--- config.mk ---
export PLATFORM = sky130hd
export DESIGN_NAME = if_stage
export DESIGN_NICKNAME = d
export VERILOG_FILES = /design/src/rtl/if_stage_pkg.sv /design/src/rtl/fetch_skid.sv /design/src/rtl/if_stage.sv
export SDC_FILE = /design/constraint.sdc
export NUM_CORES = 1
export LEC_CHECK = 0
export CAP_MARGIN = 20
export CORE_MARGIN = 5
export CORE_UTILIZATION = 25
export DETAILED_ROUTE_END_ITERATION = 10
export GPL_TIMING_DRIVEN = 0
export PLACE_DENSITY = 0.5
export RECOVER_POWER = 100
export SYNTH_ARGS = -nofsm -noshare
export SYNTH_HDL_FRONTEND = slang
export SYNTH_SLANG_ARGS = --single-unit
--- constraint.sdc ---
create_clock -name clk -period 9.1 [get_ports clk]
set_input_delay 2.275 -clock clk [delete_from_list [all_inputs] [get_ports clk]]
set_output_delay 2.275 -clock clk [all_outputs]
set_load 0.01 [all_outputs]
--- src/rtl/if_stage_pkg.sv ---
// Shared definitions for the instruction-fetch stage: default widths,
// the reset fetch address, the NOP encoding and the output-register
// source selector.
package if_stage_pkg;

   localparam int          IMEM_DWIDTH  = 32;
   localparam int          PC_WIDTH_DEF = 32;
   localparam logic [31:0] RESET_PC_DEF = 32'h0000_0000;
   localparam logic [31:0] INST_NOP     = 32'h0000_0013;

   // Where the decode-facing output register takes its next value from.
   typedef enum logic [1:0] {
      OUT_HOLD  = 2'd0,
      OUT_FLUSH = 2'd1,
      OUT_SKID  = 2'd2,
      OUT_BEAT  = 2'd3
   } out_sel_e;

endpackage

--- src/rtl/fetch_skid.sv ---
// One-entry skid buffer that catches the memory beat which arrives while
// decode is stalled. flush wins over wr and rd.
module fetch_skid
   import if_stage_pkg::*;
#(
   parameter int DWIDTH   = IMEM_DWIDTH,
   parameter int PC_WIDTH = PC_WIDTH_DEF
) (
   input  logic                clk,
   input  logic                rst,
   input  logic                flush,
   input  logic                wr,
   input  logic                rd,
   input  logic [DWIDTH-1:0]   wr_inst,
   input  logic [PC_WIDTH-1:0] wr_pc,
   output logic                valid,
   output logic [DWIDTH-1:0]   inst,
   output logic [PC_WIDTH-1:0] pc
);

   // Occupancy flag: a write fills the entry, a read or a flush empties it.
   always_ff @(posedge clk or posedge rst) begin
      if (rst) begin
         valid <= 1'b0;
      end else if (flush) begin
         valid <= 1'b0;
      end else if (wr) begin
         valid <= 1'b1;
      end else if (rd) begin
         valid <= 1'b0;
      end
   end

   // Payload capture; contents are only meaningful while valid is set.
   always_ff @(posedge clk or posedge rst) begin
      if (rst) begin
         inst <= DWIDTH'(INST_NOP);
         pc   <= '0;
      end else if (wr && !flush) begin
         inst <= wr_inst;
         pc   <= wr_pc;
      end
   end

endmodule

--- src/rtl/if_stage.sv ---
// Instruction-fetch stage: owns the fetch PC, issues one request per cycle
// to a one-cycle-latency instruction memory, and presents a registered
// {inst, pc, valid} to decode. A one-entry skid absorbs the single beat
// still in flight when decode stalls; a redirect flushes everything.
module if_stage
   import if_stage_pkg::*;
#(
   parameter int                DWIDTH   = IMEM_DWIDTH,
   parameter int                PC_WIDTH = PC_WIDTH_DEF,
   parameter logic [PC_WIDTH-1:0] RESET_PC = PC_WIDTH'(RESET_PC_DEF)
) (
   input  logic                clk,
   input  logic                rst,
   input  logic                stall,
   input  logic                redirect_valid,
   input  logic [PC_WIDTH-1:0] redirect_pc,
   output logic                imem_en,
   output logic [PC_WIDTH-1:0] imem_addr,
   input  logic [DWIDTH-1:0]   imem_rdata,
   output logic [DWIDTH-1:0]   inst_out,
   output logic [PC_WIDTH-1:0] pc_out,
   output logic                valid_out
);

   logic [PC_WIDTH-1:0] pc_f;
   logic [PC_WIDTH-1:0] redirect_pc_al;
   logic                req_valid_q;
   logic [PC_WIDTH-1:0] req_pc_q;

   logic                skid_valid;
   logic [DWIDTH-1:0]   skid_inst;
   logic [PC_WIDTH-1:0] skid_pc;
   logic                skid_wr;
   logic                skid_rd;

   logic                issue;
   logic                accept;
   out_sel_e            out_sel;

   // Fetch only when nothing is pending a flush and decode can take more.
   // Holding off during a stall leaves at most one beat (the skid's) in flight.
   assign issue     = !rst && !redirect_valid && !stall;
   assign imem_en   = issue;
   assign imem_addr = pc_f;

   assign redirect_pc_al = redirect_pc & ~PC_WIDTH'(2'b11);

   assign accept  = !stall || !valid_out;
   assign skid_wr = !redirect_valid && !accept && req_valid_q;
   assign skid_rd = (out_sel == OUT_SKID);

   // Output-register source: redirect flushes, otherwise a buffered beat
   // goes ahead of the one arriving from memory.
   always_comb begin
      out_sel = OUT_HOLD;
      if (redirect_valid) begin
         out_sel = OUT_FLUSH;
      end else if (accept) begin
         out_sel = skid_valid ? OUT_SKID : OUT_BEAT;
      end
   end

   // Fetch PC and the tracker describing next cycle's memory beat.
   always_ff @(posedge clk or posedge rst) begin
      if (rst) begin
         pc_f        <= RESET_PC;
         req_valid_q <= 1'b0;
         req_pc_q    <= '0;
      end else if (redirect_valid) begin
         pc_f        <= redirect_pc_al;
         req_valid_q <= 1'b0;
      end else if (issue) begin
         pc_f        <= pc_f + PC_WIDTH'(3'd4);
         req_valid_q <= 1'b1;
         req_pc_q    <= pc_f;
      end else begin
         req_valid_q <= 1'b0;
      end
   end

   fetch_skid #(
      .DWIDTH   (DWIDTH),
      .PC_WIDTH (PC_WIDTH)
   ) u_fetch_skid (
      .clk     (clk),
      .rst     (rst),
      .flush   (redirect_valid),
      .wr      (skid_wr),
      .rd      (skid_rd),
      .wr_inst (imem_rdata),
      .wr_pc   (req_pc_q),
      .valid   (skid_valid),
      .inst    (skid_inst),
      .pc      (skid_pc)
   );

   // Decode-facing output register.
   always_ff @(posedge clk or posedge rst) begin
      if (rst) begin
         inst_out  <= DWIDTH'(INST_NOP);
         pc_out    <= '0;
         valid_out <= 1'b0;
      end else begin
         unique case (out_sel)
            OUT_FLUSH: begin
               inst_out  <= DWIDTH'(INST_NOP);
               valid_out <= 1'b0;
            end
            OUT_SKID: begin
               inst_out  <= skid_inst;
               pc_out    <= skid_pc;
               valid_out <= 1'b1;
            end
            OUT_BEAT: begin
               inst_out  <= imem_rdata;
               pc_out    <= req_pc_q;
               valid_out <= req_valid_q;
            end
            default: begin
            end
         endcase
      end
   end

   // A beat can only arrive after an issue, and issue needs stall low the
   // cycle before, which would already have drained the skid.
   always @(posedge clk) begin
      if (!rst) begin
         assert (!(req_valid_q && skid_valid && accept));
      end
   end

endmodule

Yosys cells after proc, flatten, opt, wreduce, memory -nomap -nowiden
Index checks and enable logic that the tools add are counted.
{"block": "totals", "mem_bits_ro": 0, "n_memories": 0, "mem_bits_rw": 0, "wordCells": 43, "ff_bits": 195, "latch_bits": 0}
{"block": "op_classes", "n_bitwise": 1, "order_cmp": 0, "div_mod_pow": 0, "n_reduce_logical": 16, "muxes": 13, "add_sub_neg": 1, "n_eq_ne": 3, "shifts": 0, "mul": 0}
{"operator": "$pmux W32 S3", "n": 1}
{"operator": "$mux W32", "n": 2}
{"operator": "$pmux W32 S2", "n": 1}
{"operator": "$add A32 B3 Y32 const B", "n": 1}
{"operator": "$mux W1", "n": 6}
{"operator": "$reduce_bool A3 Y1", "n": 2}
{"operator": "$logic_and A1 B1 Y1", "n": 5}
{"operator": "$logic_not A1 Y1", "n": 5}
{"operator": "$eq A2 B2 Y1 const B", "n": 2}
{"operator": "$mux W2", "n": 2}
{"operator": "$reduce_bool A2 Y1", "n": 2}
{"operator": "$pmux W1 S3", "n": 1}
{"operator": "$eq A2 B1 Y1 const B", "n": 1}
{"operator": "$reduce_and A2 Y1", "n": 1}
{"operator": "$logic_or A1 B1 Y1", "n": 1}
{"operator": "$not A1 Y1", "n": 1}

Logic depth before layout (Yosys ltp)
Gate-level depths: netlist of run 1.
{"block": "depth", "depth_word": 8, "mapped_depth": 7}

By module
A second synthesis of run 1 with hierarchy kept.
{"block": "unflattened", "hier_cells": 700, "area_unflattened_um2": 8594.5}
{"mod": "if_stage", "n_inst": 1, "area_per_inst_um2": 5845.6, "cells_per_inst": 559}
{"mod": "fetch_skid", "n_inst": 1, "area_per_inst_um2": 2748.9, "cells_per_inst": 141}

Least setup slack after synthesis of run 1
No wires, ideal clock.
{"block": "synth_timing", "path_type": "input port to output port", "start": "input port redirect_valid", "end": "output port imem_en", "stages": 3, "setup_slack_ps": 3882, "t_arrival_ps": 2943, "cell_sequence": "buf_2 -> buf_1 -> nor3_1"}
{"block": "synth_via", "elab_chain_cells": 3}
{"element": "start: declaration", "line": "if_stage.sv:15", "text": "input logic redirect_valid,"}
{"element": "$logic_not A1 Y1", "line": "if_stage.sv:42", "text": "assign issue = !rst && !redirect_valid && !stall;"}
{"element": "$logic_and A1 B1 Y1 (2 in a row)", "line": "if_stage.sv:42"}
{"element": "end: declaration", "line": "if_stage.sv:17", "text": "output logic imem_en,"}
Every way passes these cells.

Worst setup path after layout of run 1
Ends and elaborated chain as after synthesis.

==> results of run 1 <==
## worst paths after layout
kind | startpoint | end
hold / removal | inst_out[8] | inst_out[8]
max in group asynchronous | rst | u_fetch_skid.inst[3]
min in group asynchronous | rst | imem_addr[28]
hold reg to reg | inst_out[8] | inst_out[8]
setup reg to reg | valid_out | u_fetch_skid.pc[3]
setup / recovery | redirect_valid | imem_en
## placed cells by master (no fill, tap or decap), drive strengths merged, types with 2 or more instances in the layout
master         netlist  routed
dfstp                6       6
and3                 9       9
mux2                93      93
nand4               15      15
o211ai               4       4
clkinv               0       3
xnor2                9       9
nand2b              16      16
a22oi               28      28
nand3               27      27
dfrtp              181     181
nor3                 8       8
dlygate4sd3          0      97
xor2                16      16
nor2                22      22
a221o               15      15
clkbuf              24      58
conb                 1       4
o22ai                3       3
nand2               69      69
a31oi               15      15
o311ai               3       3
clkdlybuf4s50        0      62
buf                 24       9
inv                  5      13
o21ai               56      56
nor3b               14      14
clkinvlp             0       3
and4                 2       2
a21oi                3       3
## metal layers
layer,vias up,track usage,share of wire
li1,2820,-,-
met1,2836,0.184,0.49
met2,165,0.196,0.45
met3,12,0.0271,0.047
met4,0,0.0292,0.0094
met5,-,0,0
## kinds of logic (layout without fill, tap and decap cells)
family,after synthesis,in the layout,synth area share
flops,187,187,0.582
buf+inv,53,245,0.0306
mux,94,94,0.131
compound gates,128,128,0.104
xor+xnor,25,25,0.0272
fa+ha+maj,1,1,0.00155
other cells,1,4,0.000466
simple gates,188,188,0.123
## where the power goes
part / switching (mW) / total, mW / internal (mW) / leakage [nW]
registers: 0.0792 / 1.01 / 0.928 / 2.38
clock network: 0.354 / 0.723 / 0.369 / 0.276
logic: 0.139 / 0.310 / 0.172 / 1.95
## worst max-delay path: stages
cell and delay (ns):
dlygate4sd3_1 0.70, clkbuf_1 0.56, clkbuf_1 0.55, nor3_1 0.13
dlygate4sd3_1 0.64
## state kept, by name, indices dropped and copies added, names as in the netlist
register,flops
inst_out,32
u_fetch_skid.inst,32
u_fetch_skid.pc,30
valid_out,1
pc_out,30
req_valid_q,1
req_pc_q,30
u_fetch_skid.valid,1
imem_addr,30
## final cells by class
type | instances | share of cell area
Tap cell | 402 | 0.0470
Multi-Input combinational cell | 440 | 0.289
Clock inverter | 14 | 0.0115
Buffer | 48 | 0.0195
Sequential cell | 187 | 0.438
Timing Repair Buffer | 160 | 0.151
Inverter | 5 | 0.00187
Clock buffer | 18 | 0.0411
==> out/results.ini, run 1 <==
[setup_path]
rrSetupSlack_ns = 6.48
crit_arrival_ns = 4.86
worstPathMaxFanout = 10
critical_path.endpoint_type = primary output
cp.required_ns = 6.83
crit_type = input pin to primary output
worstSetupStartpointType = input pin
rr_worst_depth = 5

[status]
violations = max-capacitance violations, max-slew violations
status = finished, violations left

[power_and_ir_drop]
total_leakage_power_nw = 4.61
cellPowerDensity_nw_per_um2 = 191
fin_total_pwr_mw = 2.04
vdd_drop_max_v = 0.000132

[layout]
fill_cells = 3190
ff_latch_area_um2 = 4690
fin_area_um2 = 10700
stdcell_count = 1274
area_delta_synth_final_pct = 32.8
fin_util = 0.338
nets = 928
drive_above_1_share = 0.156
multi_input_area_um2 = 3090
antenna_cells = 0

[yosys]
ys_types = 47
yosys_warnings = 0
synth_common_cells = 181 x dfrtp_1, 84 x mux2_2, 68 x nand2_1, 55 x o21ai_0, 28 x a22oi_1
synth_area_um2 = 8050
yosys.area.top_type = dfrtp_1
synthCells = 677
ys_seq_elements = 187
yosys-top-cells-area = dfrtp_1 56%, mux2_2 12%, o21ai_0 3.4%, nand2_1 3.2%, a22oi_1 2.6%
postSynthAreaPerCell_um2 = 11.9
async_reset_ff_frac = 1.00
synth_ff_type = dfrtp_1
netlist.area_leader.share = 0.563
post-synth-top-count-cell = dfrtp_1
synth_edf_count = 0
yosysSeqAreaShare = 0.582

[timing]
whs_ns = 0.480
setup_tns_ns = 0
setup_viol = 0
min_period_over_period = 0.784
relSlewSlack = -1.20
clock.fmax_mhz = 140
fin_skew_ns = 0.0101
max_slew.worst_pin.slew_ns = 3.29
period_minus_slack_ns = 7.13
slew_violations = 72
finalHoldViolCount = 0
layout_setup_ws_ns = 1.97
rsz0062_at_grt = no

[routing]
drcViolationCount = 0
post_drt_wl_per_cell_um = 17.8
ant_nets = 0
via_count = 5833
drtIter0Drc = 360
dr.pass1.iters = 4
drt-total-wl_mm = 22.7
viasPerCell = 4.58

[floorplan]
dieWidth_um = 189
core-area_um2 = 31600
top_level_ports = 166
die_h_um = 189
die_area_um2 = 35900
initial_core_util = 0.254
placementRows = 65

[clock_tree]
htreeDepth = 4
clock_latency_ns = 0.42
cts_hold_buf = 0
clockRootBuffer = clkbuf_16
clk_pin_slew_ns = 0.07
cts_setup_buffers = 0
cts.sinks = 187
post_cts_resized = 0
cts_max_path_buffers = 2
cts_inserted_buffers = 17
cts_tree = done

[global_route]
globalRoute.totalOverflow = 0
grt_use_total = 0.127
grt_start_max_net_pins = 117
grt_pass1_vias = 5997
antenna_found_initial = 1
grt_pass1_wl_mm = 36.1

[placement]
post-place-ws_ns = 2.28
place_hpwl_mm = 16.6
dp_cells = 1242
place_area_um2 = 10200
io_buffer_count = 159
gp_congestion = 0.763

[flow_run]
maxCapViolations = 1

[min_path]
hold_path.class = register to register
holdPathStages = 2

(Power assumes the default switching activity.)
==> run 2: changes to the inputs <==
==> constraint.sdc (replaced) <==
create_clock -name clk -period 7.35 [get_ports clk]
set_input_delay 1.8375 -clock clk [delete_from_list [all_inputs] [get_ports clk]]
set_output_delay 1.8375 -clock clk [all_outputs]
set_load 0.01 [all_outputs]
==> out/results.ini, run 2 (synthesis results as in run 1) <==
[status]
status = finished, violations left
violations = max-capacitance violations, max-slew violations

[floorplan]
core-area_um2 = 31600
dieWidth_um = 189
initial_core_util = 0.254
placementRows = 65
die_h_um = 189
top_level_ports = 166
die_area_um2 = 35900

[clock_tree]
htreeDepth = 4
post_cts_resized = 0
clock_latency_ns = 0.42
cts_max_path_buffers = 2
clockRootBuffer = clkbuf_16
clk_pin_slew_ns = 0.07
cts_hold_buf = 0
cts_setup_buffers = 0
cts_inserted_buffers = 17
cts_tree = done
cts.sinks = 187

[routing]
ant_nets = 0
drt-total-wl_mm = 22.7
viasPerCell = 4.57
via_count = 5825
drcViolationCount = 0
post_drt_wl_per_cell_um = 17.8
dr.pass1.iters = 4
drtIter0Drc = 360

[layout]
ff_latch_area_um2 = 4690
multi_input_area_um2 = 3090
area_delta_synth_final_pct = 32.6
nets = 928
fin_area_um2 = 10700
mostFrequentLayoutCells = 181 x dfrtp_1, 97 x dlygate4sd3_1, 84 x mux2_2, 69 x nand2_1, 62 x clkdlybuf4s50_1
drive_above_1_share = 0.156
reg_top3 = inst_out: 32 flops, u_fetch_skid.inst: 32 flops
layout_commonest_cell = dfrtp_1
fill_cells = 3192
antenna_cells = 0
stdcell_count = 1274

[timing]
clock.fmax_mhz = 160
relSlewSlack = -1.17
min_period_over_period = 0.851
slew_violations = 190
max_slew.worst_pin.slew_ns = 3.24
setup_viol = 0
rsz0062_at_grt = no
fin_skew_ns = 0.0100
period_minus_slack_ns = 6.26
finalHoldViolCount = 0
setup_tns_ns = 0

[global_route]
grt_pass1_wl_mm = 36.1
grt_pass1_vias = 5997
grt_use_total = 0.127
antenna_found_initial = 1
globalRoute.totalOverflow = 0
grt_start_max_net_pins = 117

[placement]
gp_congestion = 0.763
io_buffer_count = 159
dp_cells = 1242
place_area_um2 = 10200
place_hpwl_mm = 16.6

[setup_path]
critical_path.endpoint_type = primary output
crit_arrival_ns = 4.42
crit_type = input pin to primary output
cp.required_ns = 5.51
worstSetupStartpointType = input pin
worstPathMaxFanout = 10

[power_and_ir_drop]
total_leakage_power_nw = 4.60
p_switching_mw = 0.708
vdd_drop_max_v = 0.000164
swShare = 0.280
internal-power_mw = 1.82
pwr-share-seq = 0.494
combPwrFrac = 0.151
cellPowerDensity_nw_per_um2 = 237
power.share.clock = 0.355

[min_path]
hold_path.class = register to register

[flow_run]
maxCapViolations = 2

==> run 2: path summary, 6_finish.rpt <==
| kind | startpoint | endpoint | slack (ns) | cells past startpoint |
|---|---|---|---|---|
| max in group asynchronous | rst | u_fetch_skid.inst[3] | 1.63 | 3 |
| min | inst_out[8] | inst_out[8] | 0.48 | 2 |
| min in group asynchronous | rst | imem_addr[28] | 2.90 | 2 |
| max reg2reg | valid_out | u_fetch_skid.pc[3] | 4.73 | 5 |
| max | redirect_valid | imem_en | 1.09 | 5 |
| min reg2reg | inst_out[8] | inst_out[8] | 0.48 | 2 |
==> run 2: through the flow <==
step	power (mW)	setup slack [ns]	util	hold WS [ns]
final	2.53	1.09	0.337	0.481
after global routing	2.66	0.849	0.337	0.495
after CTS	2.60	1.39	0.340	0.487
after detailed placement	1.69	1.40	0.322	0.472
after global placement	1.68	-2.57	0.321	0.461
after floorplan	1.44	0.437	-	0.450
==> run 2: power by group through the flow <==
stage	clock (mW)	combinational, mW	sequential (mW)
4_1_cts	0.928	0.420	1.25
2_1_floorplan	0	0.172	1.26
6_report	0.895	0.382	1.25
3_3_place_gp	0	0.413	1.27
3_5_place_dp	0	0.418	1.27
5_1_grt	0.965	0.425	1.27
==> run 2: final cells by class <==
class	count	share of cell area
sequential	187	0.439
inverter	5	0.00188
multi-input combinational	440	0.290
timing repair buffer	160	0.150
buffer	48	0.0196
clock buffer	18	0.0412
clock inverter	14	0.0115
tap	402	0.0471
==> run 2: worst max-delay path: stages <==
cell,delay (ns)
dlygate4sd3_1,0.70
clkbuf_1,0.56
clkbuf_1,0.55
nor3_1,0.13
dlygate4sd3_1,0.64
==> run 2: routing by layer <==
layer  routed length [um]  GRT usage  vias to the layer above
met1                11300      0.184                     2841
li1                     -          -                     2818
met5                    0          0                        -
met3                  996     0.0271                       12
met4                  212     0.0292                        0
met2                10200      0.196                      154
==> run 3: changes to the inputs <==
--- a/config.mk
+++ b/config.mk
@@ -9,8 +9,9 @@
 export CORE_MARGIN = 5
 export CORE_UTILIZATION = 25
 export DETAILED_ROUTE_END_ITERATION = 10
+export DONT_BUFFER_PORTS = 1
 export GPL_TIMING_DRIVEN = 0
-export PLACE_DENSITY = 0.5
+export PLACE_DENSITY = 0.43
 export RECOVER_POWER = 100
 export SYNTH_ARGS = -nofsm -noshare
 export SYNTH_HDL_FRONTEND = slang
==> out/results.ini, run 3 (synthesis results as in run 1) <==
[timing]
rsz0062_at_grt = no
layout_setup_ws_ns = 2.36
setup_viol = 0
relSlewSlack = 0.432
slew_violations = 0
fin_skew_ns = 0.0130
period_minus_slack_ns = 4.99
max_slew.worst_pin.slew_ns = 0.849
min_period_over_period = 0.679
clock.fmax_mhz = 200
finalHoldViolCount = 0

[clock_tree]
post_cts_resized = 0
cts_hold_buf = 0
clockRootBuffer = clkbuf_16
htreeDepth = 4
cts_tree = done
cts.sinks = 187
clock_latency_ns = 0.44
clk_pin_slew_ns = 0.08
cts_inserted_buffers = 17
cts_max_path_buffers = 2
cts_setup_buffers = 0

[setup_path]
worstSetupStartpointType = input pin
cp.required_ns = 5.51
max_stage_delay_ns = 0.60
crit_type = input pin to primary output
worstSetupStartpoint = redirect_valid
crit_slowest_cell = clkbuf_1
worst-path-buf-inv = 2
crit_arrival_ns = 3.15
r2r_start = valid_out
critPathTopFamily = buffers and inverters
critical_path.cell_chain = clkbuf_1 -> clkbuf_1 -> nor3_1
critical_path.endpoint_type = primary output
worstPathMaxFanout = 10
path_common_cell = clkbuf_1

[power_and_ir_drop]
p_switching_mw = 0.729
vdd_drop_max_v = 0.000164
fin_total_pwr_mw = 2.46
internal-power_mw = 1.73
pwr-share-seq = 0.531
power.share.clock = 0.386
swShare = 0.297
cellPowerDensity_nw_per_um2 = 268
total_leakage_power_nw = 3.91
combPwrFrac = 0.083

[floorplan]
top_level_ports = 166
core-area_um2 = 31600
die_area_um2 = 35900
die_h_um = 189
placementRows = 65
initial_core_util = 0.254
dieWidth_um = 189

[routing]
ant_nets = 0
via_count = 5263
drt-total-wl_mm = 23.0
drcViolationCount = 0
viasPerCell = 4.72
dr.pass1.iters = 4
post_drt_wl_per_cell_um = 20.6
drtIter0Drc = 232

[layout]
nets = 769
stdcell_count = 1115
fill_cells = 3297
drive_above_1_share = 0.187
reg_top3 = inst_out: 32 flops, u_fetch_skid.inst: 32 flops
layout_commonest_cell = dfrtp_1
fin_area_um2 = 9160
fin_util = 0.289
mostFrequentLayoutCells = 181 x dfrtp_1, 84 x mux2_2, 69 x nand2_1, 56 x o21ai_0, 40 x clkbuf_1
area_delta_synth_final_pct = 13.8
antenna_cells = 0

[global_route]
grt_use_total = 0.130
globalRoute.totalOverflow = 0
grt_pass1_wl_mm = 36.0
antenna_found_initial = 1
grt_pass1_vias = 5523
grt_start_max_net_pins = 111

[min_path]
hold_path.class = register to register
min_from = u_fetch_skid.pc[18]

[placement]
place_hpwl_mm = 16.9
gp_congestion = 0.715
dp_cells = 1083
post-place-ws_ns = 2.59
io_buffer_count = 0
place_area_um2 = 8600

[flow_run]
maxCapViolations = 0

[status]
status = complete, no violations

run 3: cell types whose count changed in the layout (fill, tap and decap cells not counted), sizes merged:
cell | previous run | this run
clkdlybuf4s50 | 62 | 0
clkinvlp | 3 | 0
inv | 13 | 12
clkinv | 3 | 7
buf | 8 | 9
dlygate4sd3 | 97 | 0
clkbuf | 59 | 58
run 3: worst min-delay path, stage by stage, from the launching register on:
cell and delay (ns):
dfrtp_1 0.35, nand2_1 0.05, o21ai_0 0.06
run 3: stage by stage:
step | hold slack, ns | TNS (ns)
after floorplan | 0.450 | 0
after global placement | 0.463 | -388.46
after detailed placement | 0.474 | 0
after CTS | 0.493 | 0
after global routing | 0.511 | 0
final | 0.491 | 0
run 3: area by class of cell:
cell class	instances	area [um2]	area share
Buffer	48	209	0.0228
Clock buffer	18	439	0.0480
Clock inverter	14	173	0.0189
Inverter	5	26.3	0.00287
Multi-Input combinational cell	440	3090	0.338
Sequential cell	187	4690	0.512
Tap cell	402	503	0.0549
Timing Repair Buffer	1	27.5	0.00301
run 3: layer usage:
layer  wire (um)  vias to the layer above  track usage
li1            -                     2494            -
met1       10800                     2620        0.180
met2       10500                      135        0.201
met3        1430                       12       0.0391
met4         209                        2       0.0326
met5          13                        -            0
run 3: power groups by stage:
stage                     registers (mW)  clock network, mW  logic (mW)
final                               1.30              0.947       0.204
after global routing                1.32               1.03       0.235
after global placement              1.33                  0       0.204
after floorplan                     1.26                  0       0.172
after CTS                           1.31              0.984       0.211
after detailed placement            1.33                  0       0.210
run 3: final timing paths:
| check | slack (ns) | cells after the start | endpoint |
|---|---|---|---|
| max in group asynchronous | 5.06 | 2 | u_fetch_skid.inst[17] |
| worst max-delay path | 2.36 | 3 | imem_en |
| worst min register to register | 0.49 | 2 | u_fetch_skid.pc[18] |
| worst min-delay path | 0.49 | 2 | u_fetch_skid.pc[18] |
| min in group asynchronous | 1.41 | 1 | imem_addr[29] |
| worst max register to register | 4.55 | 5 | u_fetch_skid.pc[6] |
